[src/rtl/instr_loader.sv]
// instr_loader: fills an instruction memory from a byte stream.
// The stream begins with a one-byte word count N (1..DEPTH), followed by
// 4*N data bytes, little-endian per 32-bit word. Each assembled word is
// written with a single-cycle mem_we at address word_cnt. The processor is
// held while a load is in progress.
//
// Ports:
//   clk, rst_n            clock, asynchronous active-low reset
//   start                 single-cycle request to begin a load
//   in_valid/in_data      byte stream in; in_ready out (transfer = valid & ready)
//   mem_we/addr/wdata     instruction-memory write port
//   cpu_hold, busy        high while a load is in progress
//   done, error           sticky result of the last load, cleared on start
module instr_loader #(
   parameter int unsigned DEPTH  = 32,
   parameter int unsigned ADDR_W = 5
) (
   input  logic              clk,
   input  logic              rst_n,
   input  logic              start,
   input  logic              in_valid,
   input  logic [7:0]        in_data,
   output logic              in_ready,
   output logic              mem_we,
   output logic [ADDR_W-1:0] mem_addr,
   output logic [31:0]       mem_wdata,
   output logic              cpu_hold,
   output logic              busy,
   output logic              done,
   output logic              error
);

   typedef enum logic [2:0] {
      IDLE    = 3'd0,
      HDR     = 3'd1,
      COLLECT = 3'd2,
      WRITE   = 3'd3,
      DONE    = 3'd4,
      ERR     = 3'd5
   } state_e;

   state_e              state_q, state_d;
   logic [7:0]          n_q, n_d;
   logic [ADDR_W-1:0]   word_cnt_q, word_cnt_d;
   logic [1:0]          byte_cnt_q, byte_cnt_d;
   logic [31:0]         wdata_q, wdata_d;
   logic                in_ready_q, in_ready_d;
   logic                mem_we_q, mem_we_d;
   logic                busy_q, busy_d;
   logic                done_q, done_d;
   logic                error_q, error_d;
   logic                xfer_c;
   logic                last_word_c;

   assign xfer_c      = in_valid & in_ready_q;
   assign last_word_c = (32'(word_cnt_q) + 32'd1) == 32'(n_q);

   // Next-state and registered-output logic. Status outputs are derived
   // from the next state so they line up with the state register.
   always_comb begin
      state_d    = state_q;
      n_d        = n_q;
      word_cnt_d = word_cnt_q;
      byte_cnt_d = byte_cnt_q;
      wdata_d    = wdata_q;
      done_d     = done_q;
      error_d    = error_q;

      case (state_q)
         IDLE, DONE, ERR: begin
            if (start) begin
               state_d = HDR;
               done_d  = 1'b0;
               error_d = 1'b0;
            end
         end
         HDR: begin
            if (xfer_c) begin
               n_d = in_data;
               if (in_data == 8'd0 || 32'(in_data) > DEPTH) begin
                  state_d = ERR;
                  error_d = 1'b1;
               end else begin
                  state_d    = COLLECT;
                  word_cnt_d = '0;
                  byte_cnt_d = 2'd0;
               end
            end
         end
         COLLECT: begin
            if (xfer_c) begin
               case (byte_cnt_q)
                  2'd0:    wdata_d[7:0]   = in_data;
                  2'd1:    wdata_d[15:8]  = in_data;
                  2'd2:    wdata_d[23:16] = in_data;
                  default: wdata_d[31:24] = in_data;
               endcase
               byte_cnt_d = byte_cnt_q + 2'd1;
               if (byte_cnt_q == 2'd3) begin
                  state_d = WRITE;
               end
            end
         end
         WRITE: begin
            // Count stops at N-1, so it never wraps for a DEPTH-word load.
            if (last_word_c) begin
               state_d = DONE;
               done_d  = 1'b1;
            end else begin
               state_d    = COLLECT;
               word_cnt_d = word_cnt_q + ADDR_W'(1);
               byte_cnt_d = 2'd0;
            end
         end
         default: state_d = IDLE;
      endcase

      in_ready_d = (state_d == HDR) || (state_d == COLLECT);
      mem_we_d   = (state_d == WRITE);
      busy_d     = in_ready_d || mem_we_d;
   end

   // State and output registers.
   always_ff @(posedge clk or negedge rst_n) begin
      if (!rst_n) begin
         state_q    <= IDLE;
         n_q        <= 8'd0;
         word_cnt_q <= '0;
         byte_cnt_q <= 2'd0;
         wdata_q    <= 32'd0;
         in_ready_q <= 1'b0;
         mem_we_q   <= 1'b0;
         busy_q     <= 1'b0;
         done_q     <= 1'b0;
         error_q    <= 1'b0;
      end else begin
         state_q    <= state_d;
         n_q        <= n_d;
         word_cnt_q <= word_cnt_d;
         byte_cnt_q <= byte_cnt_d;
         wdata_q    <= wdata_d;
         in_ready_q <= in_ready_d;
         mem_we_q   <= mem_we_d;
         busy_q     <= busy_d;
         done_q     <= done_d;
         error_q    <= error_d;
      end
   end

   assign in_ready  = in_ready_q;
   assign mem_we    = mem_we_q;
   assign mem_addr  = word_cnt_q;
   assign mem_wdata = wdata_q;
   assign busy      = busy_q;
   assign cpu_hold  = busy_q;
   assign done      = done_q;
   assign error     = error_q;

endmodule

[config.mk]
export PLATFORM = sky130hd
export DESIGN_NAME = instr_loader
export DESIGN_NICKNAME = d
export VERILOG_FILES = /design/src/rtl/instr_loader.sv
export SDC_FILE = /design/constraint.sdc
export NUM_CORES = 1
export LEC_CHECK = 0
export ABC_AREA = 1
export CAP_MARGIN = 30
export CORE_MARGIN = 3
export CORE_UTILIZATION = 50
export DETAILED_ROUTE_END_ITERATION = 8
export GPL_TIMING_DRIVEN = 0
export HOLD_SLACK_MARGIN = 0.08
export PLACE_DENSITY = 0.76
export SKIP_LAST_GASP = 1
export SLEW_MARGIN = 40
export SYNTH_ARGS = -nofsm -noshare
export SYNTH_HDL_FRONTEND = slang
export SYNTH_SLANG_ARGS = --single-unit
[constraint.sdc]
create_clock -name clk -period 2.05 [get_ports clk]
set_clock_uncertainty 0.05 [all_clocks]
set_input_delay 0.205 -clock clk [delete_from_list [all_inputs] [get_ports clk]]
set_output_delay 0.205 -clock clk [all_outputs]
set_load 0.005 [all_outputs]
Yosys cells after proc, flatten, opt, wreduce, memory -nomap -nowiden
Index checks and enable logic that the tools add are counted.

$add $sub $neg: 3. Magnitude comparators: 1. Equal/unequal tests: 19. Mux-type cells: 22. Bitwise logic cells: 2. Reductions and logical operators: 21.

Operators by type and width (number): $mux W3 (6); $mux W5 (3); $reduce_and A3 Y1 (5); $ne A2 B2 Y1 const B (7); $eq A3 B2 Y1 const B (4); $pmux W3 S4 (1); $pmux W5 S2 (1); $eq A6 B8 Y1 (1); $gt A8 B6 Y1 const B (1); $logic_not A8 Y1 (1); $mux W2 (4); $reduce_and A4 Y1 (2); $add A5 B1 Y6 const B (1); $eq A3 B1 Y1 const B (2); $eq A3 B3 Y1 const B (2); $pmux W2 S3 (1); $reduce_bool A2 Y1 (3); $reduce_or A3 Y1 (2); $add A5 B1 Y5 const B (1); $reduce_and A5 Y1 (1); $eq A2 B2 Y1 const B (2); $mux W1 (4); $pmux W1 S2 (2); $logic_not A3 Y1 (1); 8 further kinds (10).

Bits in registers: 55. Input bits: 12. Output and inout bits: 43. Logic and storage cells: 81.

Longest topological paths before layout
Depth after elaboration: 8. Depth in mapped cells: 14. Mapped depth without buffers: 14.

Worst setup path after synthesis
Ideal clock, no wire load.

Path kind: reg-to-reg. Start point: register word_cnt_q[0] (netlist: mem_addr[0]). End point: register busy_q (netlist: busy). Library setup time: 113 ps. Arrival: 1535 ps. Data required time: 1887 ps. Path slack: 352 ps. Cell stages (with the launch flop): 13. Buffers on the path: 0. Clock period less this slack: 1698 ps. Cell sequence: dfrtp_1 -> ha_1 -> inv_1 -> nand2_1 -> nand3_1 -> nor2_1 -> nand3_2 -> nor2_4 -> nand3_4 -> nand2_2 -> inv_2 -> nand2_1 -> inv_1.

Word-level cells in the longest chain between the ends: 7. Elaborated cells between the ends (all ways): 9. Classes of those cells: add/sub (1); eq/ne (4); mux (2); reduce/logical (2).

Ends and longest elaborated chain: start, declared (RTL line 44) `logic [ADDR_W-1:0] word_cnt_q, word_cnt_d;`; start signal, assigned (RTL line 139) `word_cnt_q <= word_cnt_d;`; $add A5 B1 Y6 * (RTL line 56) `assign last_word_c = (32'(word_cnt_q) + 32'd1) == 32'(n_q);`; $eq A6 B8 Y1 * (RTL line 56); $mux W3 * (RTL line 106) `if (last_word_c) begin`; $pmux W3 S4 * (RTL line 69) `case (state_q)`; net state_d[2] (RTL line 42) `state_e state_q, state_d;`; $eq A3 B1 Y1 / $eq A3 B2 Y1 (equally long branches) (RTL line 118) `in_ready_d = (state_d == HDR) || (state_d == COLLECT);`; $logic_or A1 B1 Y1 (RTL line 118); $logic_or A1 B1 Y1 * (RTL line 120) `busy_d = in_ready_d || mem_we_d;`; net busy_d (RTL line 49) `logic busy_q, busy_d;`; end signal, assigned (RTL line 144) `busy_q <= busy_d;`; end, declared (RTL line 49).

The timed path passes the listed nets; every way through them passes the cells marked *. A chain may end at the register's enable or synchronous reset.

Worst setup path in the final report
Start point: register word_cnt_q[1] (netlist: mem_addr[1]). End point: register busy_q (netlist: busy).

Same word-level chain as after synthesis.

==> results.tsv <==
stage	metric	value	unit
drt	wl_per_cell	13.3	um
cells_and_area	design_area	3300	um2
cts	numCtsBuffers	5	
cts	clk_latency	0.31	ns
placed_design	io_buffers	54	
run_status	status	finished, final reports clean	
placed_design	place_hpwl	4170	um
timing	setup_viol	0	
placed_design	dp_slack	0.00800	ns
floorplanning	core	4790	um2
drt	first_pass_iters	4	
logic_synthesis	synth.avg_cell_area	8.68	um2
drt	drc	0	
critical_path	r2r_cells	12	
cells_and_area	area_growth	31.5	%
logic_synthesis	yosysWarningCount	0	
cells_and_area	final_layout_size_suffix_gt1_share	11.3	%
pwr	max-vdd-ir-drop	742	uV
drt	drt-total-wl	5630	um
timing	fmax	545	MHz
critical_path	endpoint_kind	register	
critical_path	start_kind	register	
drt	ant_nets	0	
logic_synthesis	yosysSeqAreaShare	54.9	%
grt	grt-ovfl-total	0	
floorplanning	fp-row-count	25	
grt	track_usage	20.9	%
timing	min_period_over_period	89.5	%
grt	grt_max_degree	31	
cts	cts.htree.levels	2	
pwr	powerDensity	978	nW/um2
floorplanning	num_io_pins	55	
timing	slew_viol_final	0	
cts	clk_pin_slew	0.10	ns
timing	period_needed	1.83	ns
cts	cts.sinks	55	
critical_path	crit_arrival	1.99	ns
timing	final.setup.worst_slack	0.215	ns
pwr	p_leak	1.56	nW
logic_synthesis	ys_types	25	
cts	clk_path_buf_depth	2	
critical_path	worstSetupPathType	register to register	
placed_design	gp_congestion	0.824	
cells_and_area	nFillCells	390	
drt	dr_total_vias	2095	
cells_and_area	fin_nets	372	
floorplanning	dieArea	5900	um2
timing	slew_headroom	76.8	%
logic_synthesis	synth_area	2510	um2
floorplanning	dieHeight	76.8	um
timing	worst_pin_slew	0.348	ns
cells_and_area	antenna_cells	0	
grt	grt_pass1_wl	9850	um
floorplanning	die_x	76.8	um
cts	cts-root-buf	clkbuf_8	
grt	grt_pass1_vias	2159	
critical_path	r2r_setup_slack	0.22	ns
drt	drt_iter0_drc	104	
drt	routed_via_density	4.96	
placed_design	place_area	3150	um2
cells_and_area	mostFrequentLayoutCells	81 x nand2_1, 54 x dfrtp_1, 53 x clkdlybuf4s50_1	
cells_and_area	final_common_cell	nand2_1	
grt	antenna_found_initial	0	
timing	setup-tns-final	0	ns
timing	rsz0062_at_grt	no	
cts	cts_tree	built	
logic_synthesis	synth-seq-cells	55	
logic_synthesis	synth_nets	307	
logic_synthesis	synthCells	289	
timing	hold_viol_final	0	
worst_hold_path	hp-class	primary input to async pin	
flow_run	cap_violations	0	
critical_path	crit_path_max_fanout	9	
floorplanning	initial_core_util	52.4	%
critical_path	cp.required	2.21	ns
[worst max-delay path: stages, from the launching register on]
cell     delay, ns
dfrtp_1       0.45
ha_1          0.32
inv_1         0.06
nand2_1       0.05
nand3_1       0.07
nor2_1        0.12
nand3_2       0.10
nor2_4        0.12
nand3_4       0.15
nand2_2       0.13
inv_2         0.03
nand2_1       0.05
inv_1         0.03
[per-layer routing]
metal	share of wire [%]	vias up	global-route usage [%]
met5	0	-	0
met4	1.2	0	8.33
met3	4.0	8	5.05
met2	50	43	34.5
met1	45	992	26.4
li1	-	1052	-
[kinds of logic after synthesis]
kind of cell,synth area share (%)
adders and majority gates,2.99
AOI/OAI and AO/OA,10.7
and+or+nand+nor,25.0
buffers and inverters,6.03
xor gates and xnor gates,0.349
DFF,54.9
[power by group]
part | total (mW) | switching (mW) | internal [mW] | leakage [nW]
Clock | 0.760 | 0.358 | 0.402 | 0.0618
Combinational | 1.04 | 0.569 | 0.475 | 0.758
Sequential | 1.42 | 0.134 | 1.29 | 0.740
[repair_timing]
action                                  in CTS  in global routing
resized for setup                            0                  1
hold buffers                                 1                  0
setup buffers                                0                  2
hold endpoints to repair                    55                  0
endpoints found under the setup margin       0                  9
[worst paths after layout]
check                                 to        start
setup / recovery                    busy  mem_addr[1]
hold / removal               mem_addr[0]        rst_n
setup reg to reg                    busy  mem_addr[1]
hold reg to reg                     done         done
max in group asynchronous  mem_wdata[13]        rst_n
min in group clk                    done         done
[state kept, by name (all words and copies together), names as in the netlist]
name	flops
mem_wdata	32
n_q	8
mem_addr	5
state_q	3
byte_cnt_q	2
busy	1
done	1
error	1
in_ready	1
mem_we	1
[cell usage after synthesis]
| cell | number | share of area, % |
|---|---|---|
| ha_1 | 6 | 3.0 |
| inv_2 | 3 | 0.45 |
| buf_2 | 4 | 0.80 |
| nand2_1 | 81 | 12 |
| nand4_1 | 8 | 2.0 |
| o21bai_2 | 1 | 0.45 |
| clkbuf_1 | 1 | 0.15 |
| a21oi_1 | 11 | 2.2 |
| inv_1 | 29 | 4.3 |
| o21ai_0 | 35 | 7.0 |
| a22o_1 | 1 | 0.35 |
| buf_4 | 1 | 0.30 |
| o21ai_1 | 2 | 0.40 |
| nand2_2 | 8 | 2.0 |
| xnor2_1 | 1 | 0.35 |
| nand3_2 | 2 | 0.80 |
| nand3_1 | 7 | 1.4 |
| nor2_2 | 4 | 1.0 |
| nor2_4 | 2 | 0.90 |
| nand3b_1 | 2 | 0.60 |
| nand3_4 | 1 | 0.70 |
| dfrtp_1 | 55 | 55 |
| a21oi_2 | 1 | 0.35 |
| nor2_1 | 22 | 3.3 |
| nor4_1 | 1 | 0.25 |
[stage by stage]
| step | util [%] | std cells | power [mW] | hold WS, ns |
|---|---|---|---|---|
| finish | 68.9 | 422 | 3.23 | 0.281 |
| detailed placement | 65.8 | 411 | 2.47 | 0.0886 |
| global placement | 65.5 | 410 | 2.43 | 0.415 |
| floorplan | - | 289 | 2.05 | -0.141 |
| CTS | 68.6 | 420 | 3.23 | 0.283 |
| global route | 68.9 | 422 | 3.45 | 0.295 |
[layout make-up]
cell class	instances	area, um2	area share [%]
Clock buffer	6	82.6	2.50
Tap cell	67	83.8	2.54
Buffer	6	31.3	0.948
Sequential cell	55	1380	41.8
Inverter	32	120	3.64
Multi-Input combinational cell	196	981	29.7
Clock inverter	2	38.8	1.18
Timing Repair Buffer	58	583	17.7
No activity file was read; power rests on OpenSTA's default activity.
